--- src/rtl/sdram_rd_prefetch.sv ---
// Read-ahead feeder for the SPI SDRAM read-out slave: fetches words from a wrapping
// address window into a small FIFO and hands one out per rising edge of rd_req.
module sdram_rd_prefetch #(
    parameter int Nbit  = 8,
    parameter int AW    = 22,
    parameter int DEPTH = 4,
    parameter int TMO   = 255
) (
    input  logic                    clk,
    input  logic                    rst,
    input  logic                    addr_load,
    input  logic [AW-1:0]           addr_start,
    input  logic [AW-1:0]           addr_end,
    input  logic                    rd_req,
    output logic                    rd_ok,
    output logic [Nbit-1:0]         data_out,
    output logic                    sd_rd,
    output logic [AW-1:0]           sd_adr,
    input  logic                    sd_ack,
    input  logic                    sd_dv,
    input  logic [Nbit-1:0]         sd_data,
    output logic [$clog2(DEPTH):0]  fifo_cnt,
    output logic                    err_tmo
);
    localparam int PW = $clog2(DEPTH);
    localparam int CW = PW + 1;
    localparam int TW = (TMO < 1) ? 1 : $clog2(TMO + 1);

    typedef enum logic [1:0] {S_IDLE, S_REQ, S_WAIT} state_t;

    state_t          r_state, w_state_nxt;
    logic            r_en;
    logic            r_discard, w_discard_nxt;
    logic            w_push, w_advance, w_tmo_hit, w_pop, w_rd_edge;
    logic [TW-1:0]   r_tmo_cnt;
    logic            r_err_tmo;
    logic [AW-1:0]   r_cur_adr, r_start, r_end;
    logic [Nbit-1:0] r_mem [DEPTH];
    logic [PW-1:0]   r_wr_ptr, r_rd_ptr;
    logic [CW-1:0]   r_fifo_cnt;
    logic            r_rd_req_d, r_pop_pend, r_rd_ok;
    logic [Nbit-1:0] r_data_out;

    function automatic logic [AW-1:0] next_adr(input logic [AW-1:0] cur,
                                               input logic [AW-1:0] first,
                                               input logic [AW-1:0] last);
        return (cur == last) ? first : cur + AW'(1);
    endfunction

    always_ff @(posedge clk) begin
        if (rst) begin
            r_state   <= S_IDLE;
            r_discard <= 1'b0;
        end else begin
            r_state   <= w_state_nxt;
            r_discard <= w_discard_nxt;
        end
    end

    // One read outstanding at most, so "inflight" is simply "not IDLE".
    always_comb begin
        w_state_nxt   = r_state;
        w_discard_nxt = r_discard;
        w_push        = 1'b0;
        w_advance     = 1'b0;
        w_tmo_hit     = 1'b0;
        case (r_state)
            S_IDLE: begin
                if (r_en && !addr_load && (r_fifo_cnt < CW'(DEPTH)))
                    w_state_nxt = S_REQ;
            end
            S_REQ: begin
                if (sd_ack) begin
                    w_state_nxt = S_WAIT;
                    if (addr_load)
                        w_discard_nxt = 1'b1;
                end else if (addr_load) begin
                    w_state_nxt = S_IDLE;
                end
            end
            S_WAIT: begin
                if (sd_dv) begin
                    w_state_nxt   = S_IDLE;
                    w_discard_nxt = 1'b0;
                    if (!r_discard && !addr_load) begin
                        w_push    = 1'b1;
                        w_advance = 1'b1;
                    end
                end else if (r_tmo_cnt == TW'(TMO)) begin
                    w_state_nxt   = S_IDLE;
                    w_discard_nxt = 1'b0;
                    w_tmo_hit     = !addr_load;
                end else if (addr_load) begin
                    w_discard_nxt = 1'b1;
                end
            end
            default: w_state_nxt = S_IDLE;
        endcase
    end

    always_ff @(posedge clk) begin
        if (rst || r_state != S_WAIT || w_state_nxt != S_WAIT)
            r_tmo_cnt <= '0;
        else
            r_tmo_cnt <= r_tmo_cnt + TW'(1);
    end

    always_ff @(posedge clk) begin
        if (rst) begin
            r_en      <= 1'b0;
            r_err_tmo <= 1'b0;
            r_cur_adr <= '0;
        end else if (addr_load) begin
            r_en      <= 1'b1;
            r_err_tmo <= 1'b0;
            r_cur_adr <= addr_start;
        end else begin
            if (w_tmo_hit)
                r_err_tmo <= 1'b1;
            if (w_advance)
                r_cur_adr <= next_adr(r_cur_adr, r_start, r_end);
        end
    end

    always_ff @(posedge clk) begin
        if (addr_load) begin
            r_start <= addr_start;
            r_end   <= addr_end;
        end
    end

    // Pop side: a flush cycle suppresses the pop so the pending request survives it.
    assign w_rd_edge = rd_req && !r_rd_req_d;
    assign w_pop     = r_pop_pend && (r_fifo_cnt != '0) && !addr_load;

    always_ff @(posedge clk) begin
        if (rst) begin
            r_rd_req_d <= 1'b1;
            r_pop_pend <= 1'b0;
            r_rd_ok    <= 1'b0;
        end else begin
            r_rd_req_d <= rd_req;
            r_rd_ok    <= w_pop;
            if (w_pop)
                r_pop_pend <= 1'b0;
            else if (w_rd_edge)
                r_pop_pend <= 1'b1;
        end
    end

    always_ff @(posedge clk) begin
        if (rst || addr_load) begin
            r_wr_ptr   <= '0;
            r_rd_ptr   <= '0;
            r_fifo_cnt <= '0;
        end else begin
            if (w_push)
                r_wr_ptr <= r_wr_ptr + PW'(1);
            if (w_pop)
                r_rd_ptr <= r_rd_ptr + PW'(1);
            if (w_push && !w_pop)
                r_fifo_cnt <= r_fifo_cnt + CW'(1);
            else if (w_pop && !w_push)
                r_fifo_cnt <= r_fifo_cnt - CW'(1);
        end
    end

    always_ff @(posedge clk) begin
        if (w_push)
            r_mem[r_wr_ptr] <= sd_data;
    end

    always_ff @(posedge clk) begin
        if (rst)
            r_data_out <= '0;
        else if (w_pop)
            r_data_out <= r_mem[r_rd_ptr];
    end

    assign sd_rd    = (r_state == S_REQ);
    assign sd_adr   = r_cur_adr;
    assign rd_ok    = r_rd_ok;
    assign data_out = r_data_out;
    assign fifo_cnt = r_fifo_cnt;
    assign err_tmo  = r_err_tmo;

endmodule

--- config.mk ---
export PLATFORM = sky130hd
export DESIGN_NAME = sdram_rd_prefetch
export DESIGN_NICKNAME = d
export VERILOG_FILES = /design/src/rtl/sdram_rd_prefetch.sv
export SDC_FILE = /design/constraint.sdc
export NUM_CORES = 1
export LEC_CHECK = 0
export CORE_ASPECT_RATIO = 1.1
export CORE_UTILIZATION = 30
export CTS_CLUSTER_SIZE = 10
export DETAILED_ROUTE_END_ITERATION = 10
export DONT_BUFFER_PORTS = 1
export HOLD_SLACK_MARGIN = 0.08
export PLACE_DENSITY = 0.47
export SLEW_MARGIN = 20
export SYNTH_ARGS = -nofsm -noshare
export SYNTH_HDL_FRONTEND = slang
export SYNTH_SLANG_ARGS = --single-unit
--- constraint.sdc ---
create_clock -name clk -period 2.65 [get_ports clk]
set_clock_uncertainty 0.1 [all_clocks]
set_input_delay 0.3975 -clock clk [delete_from_list [all_inputs] [get_ports clk]]
set_output_delay 0.3975 -clock clk [all_outputs]
set_load 0.005 [all_outputs]
Word-level counts from Yosys, hierarchy flattened
Memory sizes are Yosys's and may differ from the RTL's. A register that Yosys moved wholly into a read port is not among the register bits.
Index checks and enable logic that the tools add are counted.

storage, ports and cells
  register bits = 89
  bits in writable memories = 32
  input port bits = 58
  output and inout bits = 36
  word-level logic and storage cells = 77
  memories kept = 1

memories
  memory  depth  bits a word  read ports  clocked after Yosys merged registers in  write ports  RTL line  text
  r_mem   4      8            1           1                                        1            38        logic [Nbit-1:0] r_mem [DEPTH];

operators by class
  add/subtract/negate cells = 6
  magnitude comparators = 1
  eq/ne operators = 7
  multiplexer cells = 24
  reductions and logical operators = 24

operator list
  operator                 number
  $mux W22                 3
  $add A22 B1 Y22 const B  1
  $eq A22 B22 Y1           1
  $mux W1                  12
  $mux W2                  5
  $add A8 B1 Y8 const B    1
  $eq A8 B8 Y1 const B     1
  $logic_and A1 B1 Y1      8
  $mux W3                  2
  $pmux W2 S3              1
  $reduce_bool A2 Y1       3
  $logic_not A1 Y1         5
  $add A2 B1 Y2 const B    2
  $ne A2 B2 Y1 const B     2
  $reduce_or A2 Y1         2
  $add A3 B1 Y3 const B    1
  $logic_or A1 B1 Y1       3
  $lt A3 B3 Y1 const B     1
  $reduce_bool A3 Y1       1
  $sub A3 B1 Y3 const B    1
  $eq A2 B1 Y1 const B     1
  $eq A2 B2 Y1 const B     1
  $logic_not A2 Y1         1
  $ne A2 B1 Y1 const B     1
  other kinds (2)          2

Longest topological paths before layout
  depth in word-level cells = 9
  depth in mapped cells = 12
  depth with buffers taken out = 10

Least setup slack after synthesis
No wires, ideal clock.

  path type = register to register
  start = reg r_state[0]
  end = reg r_fifo_cnt[2], in the netlist fifo_cnt[2]
  library setup time = 0.070 ns
  data arrival time = 2.390 ns
  required time = 2.480 ns
  slack = 0.090 ns
  cell stages (with the launch flop) = 13
  path buffers = 2
  clock period less this slack = 2.560 ns
  cell sequence = dfxtp_1 nand2b_1 nor3_1 nand2_1 inv_2 buf_2 buf_2 ha_1 inv_1 fa_1 xor2_1 or3_1 a21oi_1

between the ends
  longest elaborated chain between the ends = 5
  elaborated cells between the ends (all ways) = 7
  those cells by class = 1 x eq/ne; 2 x mux; 4 x reduce/logical

ends and longest elaborated chain
  item                          RTL line  text
  start, declared               31        state_t r_state, w_state_nxt;
  start signal, assigned        55        r_state <= w_state_nxt;
  $eq A2 B2 Y1 *                -
  $mux W1 *                     -
  named net w_advance           34        logic w_push, w_advance, w_tmo_hit, w_pop, w_rd_edge;
  $logic_not A1 Y1              163       else if (w_pop && !w_push)
  $logic_and A1 B1 Y1           163
  $reduce_bool A2 Y1 (no line)  -
  end signal, assigned          162       r_fifo_cnt <= r_fifo_cnt + CW'(1);
  end signal, assigned          164       r_fifo_cnt <= r_fifo_cnt - CW'(1);
  end, declared                 40        logic [CW-1:0] r_fifo_cnt;

Mark *: on every way through the listed nets, which the timed path passes. The rest lies on a longest branch.
A chain may end at the register's enable or synchronous reset.

Final worst setup path
  start = reg r_cur_adr[2], in the netlist sd_adr[2]
  end = reg r_cur_adr[6], in the netlist sd_adr[6]

between the ends
  longest elaborated chain between the ends = 4
  elaborated cells between the ends (all ways) = 5
  those cells by class = 1 x add/sub; 1 x eq/ne; 3 x mux

ends and longest elaborated chain
  item                                                      RTL line  text
  start, declared                                           37        logic [AW-1:0] r_cur_adr, r_start, r_end;
  start signal, assigned                                    116       r_cur_adr <= addr_start;
  start signal, assigned                                    121       r_cur_adr <= next_adr(r_cur_adr, r_start, r_end);
  $add A22 B1 Y22 / $eq A22 B22 Y1 (equally long branches)  47        return (cur == last) ? first : cur + AW'(1);
  $mux W22 *                                                47
  $mux W22 *                                                120       if (w_advance)
  $mux W22 *                                                113       end else if (addr_load) begin

Mark *: on every way between the ends. The rest lies on a longest branch, timed or not. The select of a mux whose other input is x is not followed.

==> flow_summary_export.csv <==
group,metric,value,unit
route,drc,0,
grt,grt_usage,16.3,%
flow_run,maxCapViolations,0,
yosys,postSynthAreaPerCell,12.2,um2
yosys,synth_mux_area_share,5.93,%
grt,antenna_found_initial,0,
sta,rsz0062_at_grt,"false",
min_path,whs_endpoint,"sd_adr[10]",
floorplan,core,17900,um2
placed_design,place.gp.congestion,0.756,
clocking,cts_setup_buffers,0,
yosys,synthCells,458,
grt,grt_pass1_vias,4086,
yosys,yosysMostFrequentCell,"edfxtp_1",
placed_design,pre_cts_ws,0.389,ns
sta,worst_pin_slew,0.682,ns
placed_design,io_buffers,0,
yosys,yosysWarnings,0,
clocking,cts.sinks,129,
yosys,syn_nets,524,
yosys,ys_seq_elements,129,
route,finalWirelength,14700,um
route,drt_iter0_drc,153,
sta,worst_slack,0.325,ns
placed_design,hpwl,9400,um
clocking,cts_tree,"done",
sta,setup_violations,0,
sta,hold_viol,0,
yosys,synthAdderAreaFrac,1.93,%
placed_design,dp.cells,688,
final_layout,nets,592,
setup_path,r2r_slack,0.33,ns
sta,tns,0,ns
route,postRouteAntennaNets,0,
grt,grt_max_degree,48,
sta,fin_crit,2.32,ns
clocking,root_buffer,"clkbuf_16",
floorplan,start_util,31.1,%
min_path,hold_path_class,"in -> reg",
pwr,p_leak,2.48,nW
setup_path,critPathMaxFanout,23,
clocking,cts_made_buffers,17,
route,top_layer_used,"met4",
setup_path,reg2reg_to,"sd_adr[6]",
min_path,worstHoldStart,"addr_load",
yosys,yosys.area_share.simple,12.2,%
yosys,synth-xor-area-share,8.45,%
sta,fmax,430,MHz
sta,fin_crit_sh,87.7,%
final_layout,fin_util,39.3,%
route,vias,3812,
clocking,insertion_delay,0.42,ns
sta,max-slew-margin-rel,54.5,%
route,wl_met3,998,um
clocking,cts_resized,0,
route,wl_met2,7610,um
setup_path,arrival,2.49,ns
min_path,hold_depth,2,
floorplan,die_y,145,um
route,viasPerCell,4.91,
yosys,ys_dominant_reg_cell,"edfxtp_1",
floorplan,rows,51,
pwr,vdd_ir_drop_max,0.000460,V
floorplan,die_x,132,um
clocking,htree_num_levels,4,
final_layout,syn_to_final_growth,26.7,%
yosys,synth_compound_area_share,8.11,%
yosys,ys_seq_area_share,60.0,%
clocking,clock_path_buffers,2,
yosys,async_reset_ff_share,0,%
yosys,synth_edf_count,76,
final_layout,num_antenna_cells,0,
yosys,synth_top_cell_by_area,"edfxtp_1",
setup_path,crit_path_end_kind,"register",
yosys,synth_top_family_by_area,"simple AND/OR/NAND/NOR gates",
grt,grt-ovfl-total,0,
floorplan,die_area,19100,um2
yosys,synth_area_leaders,"edfxtp_1 41%, dfxtp_1 19%, xnor2_1 6.0%",
final_layout,nFillCells,1712,
floorplan,ioPinCount,94,
setup_path,required,2.82,ns
pwr,cellPowerDensity,697,nW/um2
final_layout,drive_above_1_share,13.5,%
setup_path,start_kind,"register",
yosys,yosysTopAreaCellShare,41.0,%
setup_path,reg2regPathDepth,7,
outcome,outcome,"completed",
grt,grt_pass1_wl,22900,um
setup_path,timing.rr.start,"sd_adr[2]",
clocking,clkSlewWorstSetupHoldPaths,0.06,ns
route,wl_met1,5820,um
yosys,synthTopCellsByCount,"76 x edfxtp_1, 53 x dfxtp_1, 41 x nor2_1",
final_layout,final_cells,777,
sta,slew_violations,0,
setup_path,worstSetupPathType,"reg -> reg",
route,firstDrtPassIters,4,
yosys,ys_types,48,
route,wl_per_cell,18.9,um
yosys,syn_area,5570,um2
-- worst max-delay path: stages, from the launching register on --
cell	delay [ns]
dfxtp_1	0.50
xnor2_1	0.17
nand4_1	0.15
nor2_1	0.24
nand3_2	0.10
buf_4	0.26
mux2i_1	0.15
a2111oi_0	0.50
-- through the flow --
stage          cell area (um2)  hold slack (ns)  total power [mW]
3_5_place_dp              5870            0.362              2.51
3_3_place_gp              5870            0.339              2.51
2_1_floorplan             5570            0.325              2.45
6_report                  7050           0.0980              4.92
5_1_grt                   7050            0.111              5.11
4_1_cts                   7050           0.0804              4.97
-- worst max path at each step --
stage / startpoint / end / slack (ns) / cells after the start
after floorplan: r_state[0] / fifo_cnt[2] / 0.09 / 12
after global routing: sd_adr[0] / sd_adr[6] / 0.19 / 7
after CTS: sd_adr[2] / sd_adr[6] / 0.32 / 7
after global placement: sd_adr[0] / sd_adr[1] / 0.45 / 6
after detailed placement: sd_adr[3] / sd_adr[6] / 0.39 / 7
final: sd_adr[2] / sd_adr[6] / 0.33 / 7
-- power breakdown --
group          internal, mW  total (mW)  switching, mW
Sequential             2.21        2.26         0.0553
Clock                  1.34        2.35           1.01
Combinational         0.162       0.306          0.144
-- registers in the layout, indices dropped and copies added, names as in the netlist --
signal,flops
r_pop_pend,1
r_discard,1
r_tmo_cnt,8
r_wr_ptr,2
r_mem,32
r_start,22
r_state,2
err_tmo,1
rd_ok,1
data_out,8
fifo_cnt,3
r_en,1
r_end,22
r_rd_req_d,1
sd_adr,22
r_rd_ptr,2
-- layout by cell type, fill, tap and decap left out, drive strengths merged, types with 2 or more instances in the layout --
cell type,n
edfxtp,76
dlygate4sd3,55
dfxtp,53
nor2,41
xnor2,40
nand2,31
a21oi,27
buf,21
nand3,20
inv,20
clkbuf,17
mux2i,15
nor3,14
xor2,12
o21ai,11
nand4,8
mux4,8
a2111oi,8
ha,7
and3,6
a31oi,6
and4,5
clkinv,5
and2,4
o31ai,3
o32ai,3
or2,3
nand2b,2
nor2b,2
a221oi,2
or3,2
nor3b,2
a211oi,2
-- metal layers --
layer	up-vias	track usage, %
met2	110	28.4
met5	-	0
met4	0	6.45
li1	1804	-
met3	22	5.70
met1	1876	17.9
-- timing repair --
action                                 CTS  global route
hold buffers                            57             0
endpoints found under the hold margin  153             0
setup endpoints to repair                0             0
-- cells by family after synthesis --
group | count (synthesis)
AO/OA/AOI/OAI | 67
AND/OR/NAND/NOR | 140
XOR/XNOR | 52
flip-flops | 129
multiplexers | 23
adder cells (fa/ha/maj) | 8
buffers and inverters | 39
-- area by class of cell --
type                    instances  area (um2)  area share [%]
clock buffers                  17         425            6.03
well taps                     238         298            4.22
clock inverters                15         164            2.32
repair buffers                 76         741            10.5
multi-input cells             290        2040            28.9
flip-flops and latches        129        3340            47.4
inverters                      12        45.0           0.639
Note: power is estimated with default switching activity, not from simulation.
==> RTL edit: new RTL, same flow settings <==
Put one more register stage on the output `fifo_cnt`, with the module's reset. The value now appears one clock later. The other outputs are not delayed to match.
--- a/src/rtl/sdram_rd_prefetch.sv
+++ b/src/rtl/sdram_rd_prefetch.sv
@@ -181,7 +181,13 @@
     assign sd_adr   = r_cur_adr;
     assign rd_ok    = r_rd_ok;
     assign data_out = r_data_out;
-    assign fifo_cnt = r_fifo_cnt;
+    always_ff @(posedge clk) begin
+        if (rst) begin
+            fifo_cnt <= '0;
+        end else begin
+            fifo_cnt <= r_fifo_cnt;
+        end
+    end
     assign err_tmo  = r_err_tmo;
 
 endmodule
Behaviour: not the same (Yosys sat finds a counterexample within 10 cycles, from zero or initial values and one cycle with rst high).
==> RTL edit against the unedited design <==
Final cell count grew 2.2%. Critical path depth up 2. Maximum frequency decreased by 6.6%. Via count grew 0.68%. Synthesized area up 0.34%. Design area is 1.3% higher. Worst setup slack worse by 0.16 ns. Clock power fell by 5%. Power is 1.3% lower. Non-clock buffer count increased by 7. Wire length fell by 2.7%. Die area grew 0.33%. Sequential cell count rose by 3.
==> RTL edit: results (changes against the unedited design) <==
hold path start -> addr_start[5]
routability-driven placement congestion ratio -> 0.780 (+3.2%)
outcome -> finished clean
commonest cells in the synthesized netlist -> 76 x edfxtp_1, 56 x dfxtp_1, 40 x nor2_1, 37 x nand2_1, 34 x xor2_1
Layout fillers -> 1,728 (+0.93%)
Initial DRC Count -> 233 (+52%)
FF-to-FF setup slack -> 0.16 ns (-0.16 ns)
Netlist cell types -> 47 (-2.1%)
WS Path Type -> reg -> reg
largest cells by area after synthesis -> edfxtp_1 41%, dfxtp_1 20%, xor2_1 5.3%, mux4_2 3.2%, a21oi_1 2.9%
Slew HR -> 55.9% (+1.4 points)
first-pass GRT wire length -> 22,500 um (-1.5%)
TNS Setup -> 0 ns (unchanged)
r2r worst-path depth -> 9 (+2)
crit path from -> r_state[0]$_SDFF_PP0_
share of layout cells above drive strength 1 -> 14.4% (+0.87 points)
peak supply drop -> 0.431 mV (-6.2%)
DR vias/cell -> 4.83 (-1.5%)
leak pwr -> 2.57 nW (+3.6%)
fin nets -> 608 (+2.7%)
Critical R2R Capture -> r_fifo_cnt[2]$_SDFFE_PP0P_
Worst Path Max Fanout -> 6 (-74%)
Hold EP -> sd_adr[5]$_SDFFE_PP0P_
htree depth -> 4 (unchanged)
sequential-to-total area share from yosys stat -> 60.9% (+0.87 points)
Detail Placement HPWL -> 9320 um (-0.86%)
Worst EP arrival -> 2.73 ns (+0.24 ns)
Tot GR Track Use -> 15.8% (-0.48 points)
Net Count, Synth -> 530 (+1.1%)
initial antenna violation count -> 1 (+1)
-- RTL edit: final cells by class --
cell class	instances	area share, %
Sequential cell	132	47.6
Multi-Input combinational cell	296	28.5
Timing Repair Buffer	83	11.1
Clock buffer	17	5.95
Tap cell	238	4.17
Clock inverter	15	1.98
Inverter	12	0.665
Antenna cell	1	0.0350
-- RTL edit: metrics by stage --
step           hold WS [ns]  cell area, um^2  std cells  utilization, %  setup slack, ns
4_1_cts              0.0815             7130        793            39.6            0.159
3_3_place_gp          0.335             5980        705            33.2            0.218
6_report              0.105             7140        794            39.7            0.162
2_1_floorplan         0.325             5620        464               -           0.0288
5_1_grt              0.0932             7140        794            39.7           0.0178
3_5_place_dp          0.351             5980        705            33.2            0.183
-- RTL edit: logic make-up (layout without fill, tap and decap cells) --
logic type,Yosys count,after routing,share of synthesized area (%)
compound gates,77,77,8.49
simple gates,140,140,12.2
buf+inv,36,127,3.16
xor+xnor,52,52,8.15
other cells,0,1,0
fa+ha+maj,8,8,1.93
flops,132,132,60.9
mux,19,19,5.19
-- RTL edit: critical path, cell delays in order, from the launching register on --
cell and delay, ns:
dfxtp_1 0.32, nand2b_1 0.19, or4b_4 0.55, inv_4 0.10, ha_4 0.14, inv_1 0.04, fa_1 0.37, xor2_1 0.16
or3_1 0.30, a21oi_1 0.14
-- RTL edit: repair_timing --
action,CTS,global route
hold buffers,56,0
resized for setup,0,5
endpoints found under the setup margin,0,4
hold endpoints to repair,155,0
buffers inserted,0,0
-- RTL edit: report_power, final --
part	total [mW]	internal, mW	switching [mW]
clock network	2.24	1.24	0.999
logic	0.308	0.154	0.154
registers	2.30	2.25	0.0484
-- RTL edit: routing by layer --
layer / share of wire, % / wire (um)
met1: 43 / 6120
met2: 50 / 7090
met3: 6.6 / 947
met4: 1.1 / 164
met5: 0 / 0
